### config.mk
export PLATFORM = sky130hd
export DESIGN_NAME = contador_regressivo
export DESIGN_NICKNAME = d
export VERILOG_FILES = /design/src/rtl/pkg_ula_controle.sv /design/src/rtl/decrementador_nbits.sv /design/src/rtl/contador_regressivo.sv
export SDC_FILE = /design/constraint.sdc
export NUM_CORES = 1
export LEC_CHECK = 0
export BUFFER_PORTS_ARGS = -buffer_cell sky130_fd_sc_hd__buf_4
export CAP_MARGIN = 20
export CORE_AREA = 2 2 39 41
export DETAILED_ROUTE_END_ITERATION = 12
export DIE_AREA = 0 0 41 43
export PLACE_DENSITY = 0.63
export SLEW_MARGIN = 20
export SYNTH_ARGS = -nofsm -noshare
export SYNTH_HDL_FRONTEND = slang
export SYNTH_SLANG_ARGS = --single-unit
### constraint.sdc
create_clock -name clk -period 2 [get_ports clk]
set_clock_uncertainty 0.15 [all_clocks]
set_input_delay 0.2 -clock clk [delete_from_list [all_inputs] [get_ports clk]]
set_output_delay 0.2 -clock clk [all_outputs]
set_load 0.02 [all_outputs]
### src/rtl/pkg_ula_controle.sv
// Shared definitions for the ALU sequencing counter: state encoding and default width.
package pkg_ula_controle;

    localparam int WIDTH_DEFAULT = 3;

    // 2'b11 is unused; the counter's next-state logic steers it back to IDLE.
    typedef enum logic [1:0] {
        IDLE = 2'b00,
        RUN  = 2'b01,
        FIM  = 2'b10
    } estado_t;

endpackage

### src/rtl/decrementador_nbits.sv
// Combinational ripple-borrow decrementer with a terminal-count (q == 1) flag.
module decrementador_nbits #(
    parameter int WIDTH = 3
) (
    input  logic [WIDTH-1:0] q,
    output logic [WIDTH-1:0] d,
    output logic             is_one
);

    logic [WIDTH-1:0] borrow;

    assign borrow[0] = 1'b1;

    genvar i;
    generate
        for (i = 0; i < WIDTH; i++) begin : g_diff
            assign d[i] = q[i] ^ borrow[i];
        end
        for (i = 0; i < WIDTH - 1; i++) begin : g_borrow
            assign borrow[i+1] = ~q[i] & borrow[i];
        end
    endgenerate

    assign is_one = (q == WIDTH'(1));

endmodule

### src/rtl/contador_regressivo.sv
// Loadable down-counter with start/busy/done handshake for iterative ALU operations.
//
// state | meaning
// IDLE  | waiting for start, Q held at 0
// RUN   | counting enabled cycles down towards zero
// FIM   | single-cycle done pulse; a start here begins the next run immediately
module contador_regressivo
    import pkg_ula_controle::*;
#(
    parameter int WIDTH = WIDTH_DEFAULT
) (
    input  logic             clk,
    input  logic             rst,
    input  logic             start,
    input  logic [WIDTH-1:0] load_val,
    input  logic             enable,
    input  logic             abort,
    output logic [WIDTH-1:0] Q,
    output logic             busy,
    output logic             done,
    output logic             zero
);

    estado_t          estado_q, estado_d;
    logic [WIDTH-1:0] cnt_q, cnt_d;
    logic [WIDTH-1:0] cnt_dec;
    logic             cnt_is_one;

    decrementador_nbits #(.WIDTH(WIDTH)) u_dec (
        .q      (cnt_q),
        .d      (cnt_dec),
        .is_one (cnt_is_one)
    );

    always_ff @(posedge clk) begin
        if (rst) begin
            estado_q <= IDLE;
            cnt_q    <= '0;
        end else begin
            estado_q <= estado_d;
            cnt_q    <= cnt_d;
        end
    end

    always_comb begin
        estado_d = estado_q;
        cnt_d    = cnt_q;
        case (estado_q)
            IDLE, FIM: begin
                if (start) begin
                    cnt_d    = load_val;
                    estado_d = (load_val != '0) ? RUN : FIM;
                end else if (estado_q == FIM) begin
                    cnt_d    = '0;
                    estado_d = IDLE;
                end
            end
            RUN: begin
                if (abort) begin
                    cnt_d    = '0;
                    estado_d = IDLE;
                end else if (enable) begin
                    // RUN exits on 1->0, so the decrement never wraps below zero.
                    if (cnt_is_one) begin
                        cnt_d    = '0;
                        estado_d = FIM;
                    end else begin
                        cnt_d = cnt_dec;
                    end
                end
            end
            default: begin
                cnt_d    = '0;
                estado_d = IDLE;
            end
        endcase
    end

    assign Q    = cnt_q;
    assign busy = (estado_q == RUN);
    assign done = (estado_q == FIM);
    assign zero = (cnt_q == '0);

endmodule

# After elaboration in Yosys (flattened, before gate mapping)
# Cells that the tools add are included.
dict set report op_classes {
  mux 13
  bitwise_logic 5
  eq_ne 6
  n_reduce_logical 6
}
# cell n
set ops {}
lappend ops {{$mux W3} 5}
lappend ops {{$mux W2} 6}
lappend ops {{$ne A3 B3 Y1 const B} 2}
lappend ops {{$pmux W3 S2} 1}
lappend ops {{$pmux W2 S2} 1}
lappend ops {{$eq A3 B1 Y1 const B} 1}
lappend ops {{$logic_not A3 Y1} 1}
lappend ops {{$ne A3 B2 Y1 const B} 1}
lappend ops {{$reduce_and A3 Y1} 1}
lappend ops {{$reduce_bool A3 Y1} 1}
lappend ops {{$eq A2 B1 Y1 const B} 1}
lappend ops {{$eq A2 B2 Y1 const B} 1}
lappend ops {{$logic_not A2 Y1} 1}
lappend ops {{$not A1 Y1} 2}
lappend ops {{$reduce_and A2 Y1} 1}
lappend ops {{$reduce_or A2 Y1} 1}
lappend ops {{$xor A1 B1 Y1} 2}
lappend ops {{$and A1 B1 Y1} 1}
dict set report totals {
  out_inout_bits 6
  inputBits 8
  regBits 5
  elab_cells 32
}

# Depth between registers and ports, before layout
dict set report logic_depth {
  ltp_word 7
  mapped_depth 6
  mapped_depth_nobuf 6
}

# Hierarchy
# Synthesis repeated with hierarchy kept, for this count alone.
dict set report unflattened {
  cells_unflattened 40
  hier_area_um2 345.3
}
# module instances cells_each area_each_um2
set modules_own_cells {}
lappend modules_own_cells {contador_regressivo 1 33 294.0}
lappend modules_own_cells {decrementador_nbits 1 7 51.3}

# Worst setup path after synthesis
# Ideal clock, no wire load.
dict set report synth_path {
  path_kind {flip-flop to flip-flop}
  from {reg cnt_q[0] (netlist: Q[0])}
  to {reg cnt_q[2] (netlist: Q[2])}
  synth_period_minus_slack_ns 1.600
  path_stages_with_launch 7
  n_path_buf 0
  t_arrival_ns 1.358
  setup_slack_ns 0.400
  setup_time_ns 0.092
  path_cell_list {dfxtp_1 > inv_1 > ha_1 > ha_1 > nor2_1 > a32oi_1 > o32ai_1}
}
dict set report synth_between {
  elab_chain_len 7
  elab_cells_between_ends 8
}
# item line
set synth_rtl {}
lappend synth_rtl {{start: declaration} contador_regressivo.sv:25} ;# logic [WIDTH-1:0] cnt_q, cnt_d;
lappend synth_rtl {{start signal: assignment} contador_regressivo.sv:41} ;# cnt_q <= cnt_d;
lappend synth_rtl {{$not A1 Y1} decrementador_nbits.sv:20} ;# assign borrow[i+1] = ~q[i] & borrow[i];
lappend synth_rtl {{$and A1 B1 Y1} decrementador_nbits.sv:20}
lappend synth_rtl {{$xor A1 B1 Y1} decrementador_nbits.sv:17} ;# assign d[i] = q[i] ^ borrow[i];
lappend synth_rtl {{$mux W3 (*)} contador_regressivo.sv:64} ;# if (cnt_is_one) begin
lappend synth_rtl {{$mux W3 (*)} contador_regressivo.sv:62} ;# end else if (enable) begin
lappend synth_rtl {{$mux W3 (*)} contador_regressivo.sv:59} ;# if (abort) begin
lappend synth_rtl {{$pmux W3 S2 (*)} contador_regressivo.sv:48} ;# case (estado_q)
# Every way passes the cells marked *; elsewhere a longest branch is shown, timed or not. The select of a mux whose other input is x is not followed.
# A chain may end at the register's enable or synchronous reset.

# Worst setup path in the final report
# Same ends and word-level chain as after synthesis.

==> results by group <==
Run status
  – Status: finished clean

Detailed routing
  – Wl on met1: 376 um
  – 1st-iter DRT viols: 6
  – Detailed Route WL: 838 um
  – Routed WL per cell: ~12 um
  – Drc violations: 0
  – First-pass detailed-route iteration total: 2
  – Max layer used: met3
  – Met2 wire len: 417 um
  – Antenna Violating Nets Remaining: 0
  – DR vias: ~360
  – DR WL met3: 44 um
  – Vias/cell: just over 5

Layout
  – Share of cells above drive strength 1: about two fifths
  – Layout Nets: between 60 and 70
  – Number of diodes: 0
  – Commonest non-fill, non-tap cell in the layout: buf_4
  – Fillers: roughly 160
  – Layout Cells excl Fill: 71
  – Synth-to-layout area growth: 35.0%
  – Commonest cells after routing, fill and taps aside: buf_4 (13), dfxtp_1 (5), nor2_1 (5)

Power and ir drop
  – Sw Pwr: about 120 uW
  – Cell Pwr Density: between 700 and 800 nW/um^2
  – Leakage Power: 0.000209 uW
  – Sequential power share: approximately a third
  – Sw Ratio: 32.8%
  – Comb pwr share: between 30% and 40%
  – Clock share of power: a little under a third
  – VDD IR-drop max: about 0.00029 V
  – Pint: around 250 uW

GRT
  – Initial antenna violation count: 0
  – Total track usage: between 10 and 15%
  – First-pass GRT wire length: around 1400 um
  – Vias in the first global route: 350
  – Overflow after GRT: 0
  – Largest net degree at the start of global routing: 8

Placement
  – Hpwl dp: 665 um
  – Post-Place Cells: 67
  – Port Buf Inserts: 13
  – Routability cong.: approximately 0.8

STA
  – Fin crit share: 78.5%
  – Worst slew pin tran: between 300 and 400 ps
  – Final Hold Fails: 0
  – Max Slew Vio Count: 0
  – Crit path time final: 1570 ps
  – Max-slew headroom: between 70% and 80%
  – Highest Clock Rate: about 640 MHz
  – Setup violations, final: 0
  – Unrepaired setup endpoints after global routing: false
  – Final setup TNS: 0 ps

Worst setup path
  – Worst-path fanout max: 4
  – Required time worst endpoint: ~2000 ps
  – Startpoint Class: register
  – Critical-path top delay cell: dfxtp_1
  – Cell count of the worst reg-to-reg path: 6
  – Setup CP Type: reg2reg
  – FF-to-FF setup slack: ~430 ps
  – Reg-to-Reg End: Q[2]$_SDFFE_PP0P_
  – Worst path most repeated cell: ha_1
  – Slowest stage delay, CP: roughly 360 ps
  – Worst path top cell family by delay: adder cells
  – CP Data Arrival Time: roughly 1600 ps
  – Bufs and invs on worst path: 1
  – Worst setup EP type: register
  – R2r startpoint: Q[0]$_SDFFE_PP0P_
  – CP cell instances: inv_1, ha_1, ha_1, nor2_1, a32oi_1, o32ai_1

Die
  – Starting Density: a little over a quarter
  – Die H: approximately 43 um
  – Die Wd: 41 um
  – Area of the core: 1380 sq um
  – Row count: 14
  – IO Count: 14
  – Die area: roughly 1800 sq um

Synth
  – Sequential share of the synthesized area: between 20% and 30%
  – Total number of yosys warnings: 0
  – Synth Cell Area: 379 sq um
  – Cell count after synthesis: 39
  – Post-synthesis area per instance: about 9.7 sq um
  – Number of distinct library cells after synthesis: 22
  – #FFs+latches synth: 5
  – Mapped Nets: 50

Clock tree
  – Root buf cell: clkbuf_4
  – CTS Sinks: 5
  – CTS tree: yes
  – Clock Path Buffers: 2
  – Clock slew at reported path FFs: roughly 40 ps
  – Resized cells post-CTS: 0
  – Total CTS buffers: 3
  – Setup bufs post-CTS: 0
  – Post-CTS Hold Buffers: 0
  – Clock Latency Late Sink: approximately 240 ps
  – CTS H-tree depth: 1

Run
  – Max cap viols: 0

Worst hold path
  – Worst Hold Class: in2reg
  – Worst Hold Path Cells: 2
  – Startpoint of the worst hold path: rst
  – Endpoint, Worst Hold: estado_q[0]$_SDFFE_PP0P_
==> how the worst max path moves through the flow <==
| stage | start | to | slack, ps | depth (start not counted) |
|---|---|---|---|---|
| floorplan | Q[0]$_SDFFE_PP0P_ | Q[2]$_SDFFE_PP0P_ | 400 | 6 |
| CTS | Q[0]$_SDFFE_PP0P_ | zero | 430 | 4 |
| detailed placement | Q[0]$_SDFFE_PP0P_ | Q[2]$_SDFFE_PP0P_ | 450 | 6 |
| global route | Q[0]$_SDFFE_PP0P_ | Q[2]$_SDFFE_PP0P_ | 300 | 6 |
| finish | Q[0]$_SDFFE_PP0P_ | Q[2]$_SDFFE_PP0P_ | 430 | 6 |
| global placement | Q[0]$_SDFFE_PP0P_ | Q[2]$_SDFFE_PP0P_ | 500 | 6 |
==> worst register-to-register path, cell delays in order (launching register included) <==
cell	delay [ps]
dfxtp_1	360
inv_1	80
ha_1	200
ha_1	270
nor2_1	110
a32oi_1	110
o32ai_1	210
==> synthesized netlist by cell type <==
| master | n | share of area [%] |
|---|---|---|
| and2b_2 | 1 | 2.3 |
| a311oi_2 | 1 | 4.0 |
| buf_6 | 1 | 3.0 |
| nor3_1 | 2 | 2.6 |
| or2b_1 | 1 | 2.0 |
| a32oi_1 | 3 | 6.9 |
| mux2_1 | 1 | 3.0 |
| a2bb2oi_2 | 1 | 4.0 |
| ha_1 | 3 | 9.9 |
| or2_2 | 1 | 1.7 |
| a21oi_1 | 1 | 1.3 |
| o32ai_1 | 3 | 6.9 |
| nor2_1 | 5 | 5.0 |
| nand2b_1 | 1 | 1.7 |
| nor4b_2 | 1 | 4.0 |
| dfxtp_1 | 5 | 26 |
| o21bai_1 | 1 | 2.0 |
| nand3b_1 | 1 | 2.0 |
| and4b_1 | 1 | 2.6 |
| nor2b_4 | 1 | 3.6 |
| nor2b_2 | 1 | 2.3 |
| inv_1 | 3 | 3.0 |
==> flip-flops by register name, summed over array words and instances, names as in the netlist <==
name      flops
Q             3
estado_q      2
==> layer usage <==
metal / track usage (%) / vias up
met4: 8.00 / 0
met1: 13.2 / 174
met2: 17.2 / 7
met3: 6.28 / 0
li1: - / 180
met5: 0 / -
==> power by group through the flow <==
stage                     sequential, uW  clock [uW]  combinational (uW)
after floorplan                      131           0                89.1
after global placement               126           0                 139
after detailed placement             127           0                 137
after CTS                            125         124                 138
after global routing                 126         133                 153
final                                125         115                 138
==> logic make-up after synthesis <==
kind of cell / share of synthesized area [%]
adders and majority gates: 9.90
DFF: 26.4
buffers and inverters: 5.94
and+or+nand+nor: 29.7
AOI/OAI and AO/OA: 25.1
muxes: 2.97
==> area by class of cell <==
| class | count | area (sq um) | share of cell area, % |
|---|---|---|---|
| timing repair buffer | 13 | 97.6 | 19.1 |
| sequential | 5 | 100 | 19.6 |
| clock buffer | 4 | 26.3 | 5.13 |
| tap | 16 | 20.0 | 3.91 |
| inverter | 3 | 11.3 | 2.20 |
| multi-input combinational | 30 | 256 | 50.1 |
==> stage by stage <==
stage | instance area [sq um] | util [%] | power (uW) | hold slack, ps | setup slack [ps]
after global routing | 512 | 37.0 | 413 | 1.20 | 300
after floorplan | 379 | - | 220 | 118 | 400
after detailed placement | 485 | 35.1 | 264 | 264 | 450
final | 512 | 37.0 | 377 | 16.7 | 431
after CTS | 512 | 37.0 | 387 | 3.33 | 433
after global placement | 485 | 35.1 | 266 | 260 | 500
(Power assumes the default switching activity.)
